==> src/rtl/operand_arb_pkg.sv <==
// Shared types and sizes for the 4-way operand arbiter.
package operand_arb_pkg;
    localparam int NUM_REQ = 4;
    localparam int SEL_W   = 2;

    typedef enum logic {
        IDLE  = 1'b0,
        GRANT = 1'b1
    } state_t;
endpackage

==> src/rtl/rr_pick4.sv <==
// rr_pick4: first set request bit at or after ptr, wrapping modulo 4.
// Latency: purely combinational.
// Backpressure: none; consumer decides when idx is used.
module rr_pick4
    import operand_arb_pkg::*;
(
    input  logic [NUM_REQ-1:0] req,
    input  logic [SEL_W-1:0]   ptr,
    output logic               any,
    output logic [SEL_W-1:0]   idx
);
    logic [2*NUM_REQ-1:0] dbl;
    logic [NUM_REQ-1:0]   rot;

    always_comb begin
        dbl = {req, req};
        // rot[k] is request (ptr + k) mod 4
        rot = dbl[ptr +: NUM_REQ];
        any = |req;
        idx = ptr;
        for (int k = NUM_REQ - 1; k >= 0; k--) begin
            if (rot[k]) begin
                idx = ptr + SEL_W'(k);
            end
        end
    end
endmodule

==> src/rtl/operand_arbiter_4.sv <==
// operand_arbiter_4: 4-way burst arbiter feeding one registered operand stage; OPERAND_ARB_FIXED_PRIO_EN selects fixed priority.
// Latency: one arbitration bubble in IDLE, then accepted beat appears on out_data the next cycle.
// Backpressure: holder's req_ready = !out_valid | out_ready; out_data holds while stalled.
module operand_arbiter_4
    import operand_arb_pkg::*;
#(
    parameter int WIDTH = 16,
    parameter int BURST = 4
) (
    input  logic             clk,
    input  logic             rst_n,
    input  logic [3:0]       req_valid,
    input  logic [WIDTH-1:0] in_data_0,
    input  logic [WIDTH-1:0] in_data_1,
    input  logic [WIDTH-1:0] in_data_2,
    input  logic [WIDTH-1:0] in_data_3,
    output logic [3:0]       req_ready,
    output logic [1:0]       sel,
    output logic             out_valid,
    output logic [WIDTH-1:0] out_data,
    input  logic             out_ready,
    output logic             busy
);
    localparam int               CNT_W     = $clog2(BURST) + 1;
    localparam logic [CNT_W-1:0] LAST_BEAT = CNT_W'(BURST - 1);

    state_t           state, state_nxt;
    logic [SEL_W-1:0] ptr, ptr_nxt, pick_idx;
    logic [CNT_W-1:0] beat_cnt;
    logic             pick_any, out_free, xfer;
    logic [WIDTH-1:0] sel_data;

    // In fixed-priority builds ptr never moves off 0, so the picker degrades to index-0-first.
    rr_pick4 u_pick (
        .req (req_valid),
        .ptr (ptr),
        .any (pick_any),
        .idx (pick_idx)
    );

    always_comb begin
        case (sel)
            2'd0:    sel_data = in_data_0;
            2'd1:    sel_data = in_data_1;
            2'd2:    sel_data = in_data_2;
            default: sel_data = in_data_3;
        endcase
    end

    assign out_free = !out_valid || out_ready;
    assign busy     = (state == GRANT);

    always_comb begin
        state_nxt = state;
        ptr_nxt   = ptr;
        req_ready = '0;
        xfer      = 1'b0;
        case (state)
            IDLE: begin
                if (pick_any) begin
                    state_nxt = GRANT;
                end
            end
            GRANT: begin
                if (rst_n) begin
                    req_ready[sel] = out_free;
                end
                xfer = req_valid[sel] && out_free;
                if (!req_valid[sel] || (xfer && beat_cnt == LAST_BEAT)) begin
                    state_nxt = IDLE;
`ifdef OPERAND_ARB_FIXED_PRIO_EN
                    ptr_nxt   = '0;
`else
                    ptr_nxt   = sel + 1'b1;
`endif
                end
            end
            default: state_nxt = IDLE;
        endcase
    end

    always_ff @(posedge clk) begin
        if (!rst_n) begin
            state     <= IDLE;
            ptr       <= '0;
            sel       <= '0;
            beat_cnt  <= '0;
            out_valid <= 1'b0;
            out_data  <= '0;
        end else begin
            state <= state_nxt;
            ptr   <= ptr_nxt;
            if (state == IDLE && pick_any) begin
                sel      <= pick_idx;
                beat_cnt <= '0;
            end
            if (xfer) begin
                out_data  <= sel_data;
                out_valid <= 1'b1;
                // Final beat releases the grant; saturate so the count stays within BURST-1.
                if (beat_cnt != LAST_BEAT) begin
                    beat_cnt <= beat_cnt + 1'b1;
                end
            end else if (out_ready) begin
                out_valid <= 1'b0;
            end
        end
    end
endmodule

==> config.mk <==
export PLATFORM = sky130hd
export DESIGN_NAME = operand_arbiter_4
export DESIGN_NICKNAME = d
export VERILOG_FILES = /design/src/rtl/operand_arb_pkg.sv /design/src/rtl/rr_pick4.sv /design/src/rtl/operand_arbiter_4.sv
export SDC_FILE = /design/constraint.sdc
export NUM_CORES = 1
export LEC_CHECK = 0
export ABC_AREA = 1
export ABC_CLOCK_PERIOD_IN_PS = 2600
export BUFFER_PORTS_ARGS = -buffer_cell sky130_fd_sc_hd__buf_4
export CAP_MARGIN = 0
export CORE_UTILIZATION = 52
export CTS_BUF_LIST = sky130_fd_sc_hd__clkbuf_8
export CTS_CLUSTER_DIAMETER = 120
export DETAILED_ROUTE_END_ITERATION = 7
export GPL_ROUTABILITY_DRIVEN = 1
export HOLD_SLACK_MARGIN = 0.15
export PLACE_DENSITY = 0.88
export SETUP_SLACK_MARGIN = 0.5
export SYNTH_ARGS = -nofsm -noshare
export SYNTH_HDL_FRONTEND = slang
export SYNTH_HIERARCHICAL = 1
export SYNTH_SLANG_ARGS = --single-unit
==> constraint.sdc <==
create_clock -name clk -period 2.6 [get_ports clk]
set_input_delay 0.52 -clock clk [delete_from_list [all_inputs] [get_ports clk]]
set_output_delay 0.52 -clock clk [all_outputs]
set_load 0.02 [all_outputs]
After elaboration in Yosys (flattened, before gate mapping)
Index checks and enable logic that the tools add are counted.
Widths: inputs -> output; s select.
Word-level totals
  output and inout port bits: 24
  register bits after elaboration: 25
Operators by class
  reductions and logical operators: 12
  add/subtract/negate cells: 5
  magnitude comparators: 2
  equality and inequality tests: 4
  multiplexer cells: 20
  bitwise logic cells: 2
  shift-type cells: 1
Operators with widths (count)
  $pmux 16 s3: 1
  $mux 3: 3
  $mux 2: 4
  $mux 4: 2
  $shiftx 8x3->4: 1
  $mux 1: 7
  $add 2x1->2 const B: 2
  $add 2x2->2 const B: 2
  $and 4x4->4: 1
  $logic_and 1x1->1: 4
  $reduce_or 4->1: 1
  $add 3x1->3 const B: 1
  $eq 3x2->1 const B: 1
  $lt 2x3->1 const B: 1
  $ne 3x2->1 const B: 1
  $bmux 1 s2: 1
  $demux 1 s2: 1
  $eq 2x1->1 const B: 1
  $eq 2x2->1 const B: 1
  $ge 2x1->1 const B: 1
  $logic_not 1->1: 2
  $logic_not 2->1: 1
  $logic_or 1x1->1: 2
  $pmux 1 s2: 1
  other kinds (3): 3

Depth between registers and ports, before layout
Gate-level depths: netlist of run 1.
  depth after elaboration: 7
  gate-level depth with buffers: 12
  depth with buffers taken out: 11

Modules after synthesis
Netlist of run 1, hierarchy kept.
Modules (own cells, without submodules)
  operand_arbiter_4: cells each 292, instances 1, area an instance 1789.2 µm², sequential area each 500.5 µm²
  rr_pick4: cells each 44, instances 1, area an instance 216.5 µm², sequential area each 0.0 µm²

Worst setup path after synthesis of run 1
OpenSTA, ideal clock, no wires.
  path kind: register to output
  start point: register sel[1]
  end point: output port req_ready[0]
  data arrival time: 1.441 ns
  required time: 2.080 ns
  stages on the path, launching flop included: 7
  path slack: 0.639 ns
  buffers on the path: 2
  cell sequence: dfxtp_1 -> inv_1 -> ha_1 -> buf_2 -> buf_2 -> nand2_1 -> nor2_1
On the way
  word-level cells in the longest chain between the ends: 7
  elaborated cells on any way between the ends: 8
  those cells by class: order compare (2); mux (4); bitwise (1); reduce/logical (1)
Ends and longest elaborated chain
  start, declared: line operand_arbiter_4.sv:18  | output logic [1:0] sel,
  start signal, assigned: line operand_arbiter_4.sv:94  | sel <= pick_idx;
  $lt 2x3->1 (implied by the code) or $ge 2x1->1 (tied branches): line operand_arbiter_4.sv:66  | req_ready[sel] = out_free;
  $logic_and 1x1->1 (implied by the code): line operand_arbiter_4.sv:66
  $mux 1 (implied by the code): line operand_arbiter_4.sv:66
  $demux 1 s2 *: line operand_arbiter_4.sv:66
  $and 4x4->4 (no source line) *
  $mux 4 *: line operand_arbiter_4.sv:65  | if (rst_n) begin
  $mux 4 *: line operand_arbiter_4.sv:58  | case (state)
  end, declared: line operand_arbiter_4.sv:17  | output logic [3:0] req_ready,
Mark *: on every way between the ends. The rest lies on a longest branch, timed or not.

Worst setup path in the final report of run 1
  start point: register sel[0]
  end point: output port req_ready[0]
The elaborated chain is that of the path after synthesis.

==> results of run 1 <==
==> logic make-up after synthesis <==
kind of cell / share of synthesized area [%]
xor gates and xnor gates: 0.437
buffers and inverters: 12.9
adders and majority gates: 3.74
AOI/OAI and AO/OA: 4.30
and+or+nand+nor: 53.6
DFF: 25.0
==> cells in the final DEF, fill, tap and decap left out <==
master and instances:
nand3_2 3, inv_2 2, a21oi_1 8, buf_4 98
nand3_1 34, nand2_4 1, nand2_2 7, ha_1 5
a21oi_4 1, or2_2 16, nor2_1 25, clkbuf_8 3
o21ai_2 1, inv_6 1, o21ai_0 3, inv_4 1
xnor2_1 1, clkinvlp_4 1, dfxtp_1 25, inv_1 31
nand2_1 134, nand3_4 1, ha_4 1, clkinv_1 1
nand4_1 17, a31oi_1 1
==> per-layer routing <==
layer | vias up | track usage [%] | wire, µm
li1 | 1224 | - | -
met1 | 1010 | 33.0 | 2350
met2 | 87 | 47.1 | 2560
met3 | 8 | 2.32 | 391
met4 | 0 | 7.78 | 78
met5 | - | 0 | 0
==> critical path, cell delays in order, from the launching register on <==
cell and delay [ns]:
dfxtp_1 0.55, inv_2 0.14, ha_1 0.25, nand2_1 0.07
nor2_1 0.05, buf_4 0.16
==> through the flow <==
step | setup slack [ns] | total power, mW
final | 0.588 | 1.65
after detailed placement | 0.549 | 1.42
after CTS | 0.541 | 1.66
after global placement | 0.593 | 1.40
after floorplan | 0.639 | 1.15
after global routing | 0.529 | 1.79
==> area by class of cell <==
cell class	count	share of cell area, %
Sequential cell	25	18.2
Clock buffer	3	1.50
Multi-Input combinational cell	259	45.8
Timing Repair Buffer	98	26.8
Tap cell	48	2.19
Inverter	36	5.19
Clock inverter	1	0.273
==> final timing paths <==
check / depth (start not counted) / to / start / slack (ns)
setup / recovery: 5 / req_ready[0] / sel[0] / 0.59
setup reg to reg: 7 / out_data[0] / sel[0] / 0.75
hold reg to reg: 2 / beat_cnt[2] / beat_cnt[2] / 0.47
hold / removal: 2 / beat_cnt[2] / beat_cnt[2] / 0.47
==> sequential cells by signal, indices dropped and copies added (netlist names) <==
signal / cells
out_data: 16
out_valid: 1
sel: 2
beat_cnt: 3
ptr: 2
busy: 1
==> report_power, final <==
part,switching [mW],internal (mW),total [mW]
Clock,0.126,0.109,0.234
Combinational,0.533,0.372,0.905
Sequential,0.0660,0.449,0.515
Total,0.725,0.929,1.65
==> timing repair <==
action                                  4_1_cts  5_1_grt
buffers inserted                              0        1
endpoints found under the hold margin         0        0
resized for setup                             2        0
endpoints found under the setup margin        1        1
==> run metrics, run 1 <==
Die ar. around 4100 µm²; Vias approximately 2.3k; Synth Flop Type dfxtp_1; relative slew slack between 50% and 60%; RSZ-0062 raised after global routing no; Startpoint Class flip-flop; Final setup viols 0; final WL about 5400 µm; largest net degree at the start of global routing 33; Mean Syn Cell Area 5.97 µm²; H-tree lvl count 1; Reg area approximately 500 µm²; Pwr Density ~600 nW/µm²; layout cells sized above 1 between 30 and 40%; final antenna-violating net count 0; GPL Wtd Cong between 0.8 and 0.9; commonest cells in the synthesized netlist nand2_1 (134), nand3_1 (34), inv_1 (31); I/O pins 95; worst hold slack between 0.4 and 0.5 ns; Post-DP Area 2680 µm²; Finished Cell Area around 2700 µm²; Crit path arrival time 1.49 ns; GRT Overall Usage around a quarter; Rows 22; vias in the first global route about 2k; placed insts about 470; Final Hold Viols 0; area grow syn2layout 36.9%; area of the core around 3700 µm²; most common cell in the netlist nand2_1; Syn Nets about 410; Max Freq slightly below 0.5 GHz; Warnings, synthesis 6; synthesized instance count approximately 340; Detailed Place HPWL 4100 µm; Post-Layout Cell Count 470; LEAKAGE between 1 and 1.5 nW; Total Neg Setup Slack 0 ns; register bit total from synthesis 25; status finished, final reports clean; initial antenna violation count 0; Clock Tree Root clkbuf_8; CP endpoint kind output pin; Iteration-0 DRC Markers about 120; Residual DRC 0; Max FO, Critical Path 8; Mapped Area approximately 2000 µm²; Nets 500; clock-pin slew on the worst setup and hold paths 0.09 ns; Seq/Total Area, Yosys between 20 and 25%; IO Port Bufs between 90 and 100; Worst VDD drop approximately 0.00055 V; Multi-input gate area about 1300 µm²; WP data required ~2.1 ns; WL per Instance 11.4 µm; clk_lat worst skew 0.27 ns; worst-case clock buffer depth 2; unique cell type count in the Yosys netlist 26; Post-synth ARST share 0%; CTS tree done; area share of the largest cell type after synthesis 25.1%; hold buffer count at CTS 0; Vias/cell around 5.0; Tightest Hold Check Type reg -> reg; Die X 64.1 µm; grt total ovfl 0; Tmin final about 2.0 ns; Max Cap Viol 0; cell taking the most area after synthesis nand2_1; type of the worst setup path reg -> out; Die Y 64.1 µm; Post-synth EDFFs 0; Slew @ Worst Pin approximately 0.73 ns; fin crit share between 70% and 80%; Num CTS Buffers 3; Initial Util between 50 and 60%; Post-Route Utilization between 70% and 80%; Clock Skew ~0.0018 ns; first-pass GRT wire length 8710 µm; # fillers roughly 310; DR pass1 iterations 4; Clock Sinks 25; synth top area cells nand2_1 (25%), dfxtp_1 (25%), nand3_1 (8.5%), inv_1 (5.8%), nand4_1 (5.3%); Slew Limit Fails 0; Antenna Cells 0
Note: power is estimated with default switching activity, not from simulation.
==> inputs of run 2 (changes only) <==
Settings changed: ABC_CLOCK_PERIOD_IN_PS 2600 to 2050, CORE_UTILIZATION 52 to 48, PLACE_DENSITY 0.88 to 0.82.
Clock period 2.6 ns to 2.05 ns, I/O delays scaled along.
==> run metrics, run 2 (same netlist as run 1, synthesis figures left out) <==
Post-Route Utilization 74.7% (+0.24 points); Total Neg Setup Slack 0 ns (unchanged); fin crit share 80.7%; sw frac 44.4% (+0.61 points); Vias/cell 5.11 (+3.2%); IO Port Bufs 94 (unchanged); Worst R2R Start sel[1]; DR pass1 iterations 4 (unchanged); worst setup margin 0.396 ns (-0.192 ns); area grow syn2layout 49.0%; CP endpoint kind output pin; WL per Instance 13.5 µm (+18%); CTS tree done; Comb pwr share 58.2% (+3.5 points); Iteration-0 DRC Markers 98 (-20%); Slew Limit Fails 0 (unchanged); Startpoint Class flip-flop; hold buffer count at CTS 0 (unchanged); Initial Util 50.1% (-4.2 points); Post-DP Area 2730 µm² (+2.1%); H-tree lvl count 1 (unchanged); Antenna Cells 0 (unchanged); final WL 6540 µm (+22%); Die Y 66.6 µm (+4.0%); initial antenna violation count 0 (unchanged); Pwr Density 780 nW/µm² (+29%); grt total ovfl 0 (unchanged); top flop regs out_data: 16 flops, beat_cnt: 3 flops; Final Hold Viols 0 (unchanged); LEAKAGE 1.53 nW (+5.7%); GRT Overall Usage 27.4% (+1.2 points); Clock Tree Root clkbuf_8; Most flops, register out_data; Nets 513 (+2.6%); Slew @ Worst Pin 0.330 ns (-0.403 ns); Max FO, Critical Path 4 (-4); Finished Cell Area 2990 µm² (+8.8%); area of the core 4000 µm² (+8.4%); Crit path arrival time 1.24 ns (-0.25 ns); RSZ-0062 raised after global routing yes; Residual DRC 0 (unchanged); Max Cap Viol 0 (unchanged); GPL Wtd Cong 0.808 (-2.6%); Tightest Hold Check Type in -> reg; Die X 66.6 µm (+4.0%); Final setup viols 0 (unchanged); Max Freq a little over 0.6 GHz; Rows 23 (+4.5%); clk_lat worst skew 0.27 ns (about the same); type of the worst setup path reg -> out; max reg flops 16 (unchanged); CP Launch Point sel[1]; Vias 2480 (+6.5%); Num CTS Buffers 3 (unchanged); status finished, final reports clean; sw power 1.03 mW (+43%); Seq pwr share 28.6% (-2.5 points); Detailed Place HPWL 4420 µm (+7.7%); clock-pin slew on the worst setup and hold paths 0.09 ns (about the same); worst-case clock buffer depth 2 (unchanged); Clock power frac 13.3% (-0.9 points); layout cells sized above 1 39.1% (+6.6 points); vias in the first global route 2113 (+5.7%); most common cell after layout, fill and taps aside nand2_1; hold wc startpoint rst_n; Die ar. 4440 µm² (+8.1%); Tmin final about 1.7 ns; Worst VDD drop 0.000527 V (-4.6%); largest net degree at the start of global routing 29 (-12%); Clock Sinks 25 (unchanged); final antenna-violating net count 0 (unchanged); I/O pins 95 (unchanged); first-pass GRT wire length 9420 µm (+8.2%); Clock Skew 0.00269 ns (+0.000890 ns); Cell Int Power 1.29 mW (+39%); post-place setup slack 0.508 ns (-0.0413 ns); most frequent cells in the layout nand2_1 (128), buf_4 (105), nand3_1 (34); WP data required 1.64 ns (-0.44 ns); relative slew slack 77.9% (+27 points)
-- run 2: changes by cell type in the layout (fill, tap and decap cells not counted), moves of 2 or more --
cell,before,now
inv_1,31,29
nand2_1,134,128
nand2_2,7,13
ha_1,5,2
dfxtp_1,25,20
nor2_1,25,21
buf_4,98,105
buf_6,0,4
buf_12,0,2
dfxtp_2,0,2
ha_4,1,4
dfxtp_4,0,3
nor2_4,0,3
inv_6,1,3
-- run 2: cell type report --
cell class	instances	area, µm²
tap	50	62.6
sequential	25	514
clock inverter	1	7.51
inverter	36	153
fill	319	1010
multi-input combinational	259	1340
clock buffer	3	41.3
timing repair buffer	111	873
-- run 2: routing by layer --
layer	part of all wire (%)	global-route usage (%)
met1	40	32.6
met2	50	49.0
met3	8.0	3.42
met4	1.9	11.2
met5	0	0
-- run 2: through the flow --
step	cells	total power [mW]	hold WS, ns
4_1_cts	480	2.24	0.408
6_report	485	2.33	0.408
3_3_place_gp	470	1.81	0.453
5_1_grt	485	2.48	0.421
2_1_floorplan	336	1.51	0.442
3_5_place_dp	470	1.84	0.461
-- run 2: timing repair --
item / in CTS / in global routing
cloned: 0 / 0
buffers inserted: 6 / 5
pin swaps: 3 / 4
endpoints found under the setup margin: 4 / 20
resized for setup: 21 / 10
-- run 2: final timing paths --
check / slack, ns / depth (start not counted) / end
max: 0.40 / 5 / req_ready[3]
min: 0.41 / 3 / ptr[1]
max reg2reg: 0.46 / 9 / out_data[6]
min reg2reg: 0.48 / 2 / beat_cnt[2]
-- run 2: power by group through the flow --
stage	combinational [mW]	sequential, mW	clock, mW
2_1_floorplan	0.781	0.731	0
3_3_place_gp	1.15	0.660	0
3_5_place_dp	1.17	0.663	0
4_1_cts	1.27	0.659	0.311
5_1_grt	1.47	0.675	0.330
6_report	1.36	0.665	0.309
-- run 2: critical path, stage by stage (launching register included) --
cell     delay [ns]
dfxtp_4        0.42
buf_12         0.12
ha_4           0.13
nand2_2        0.05
nor2_2         0.11
buf_6          0.14
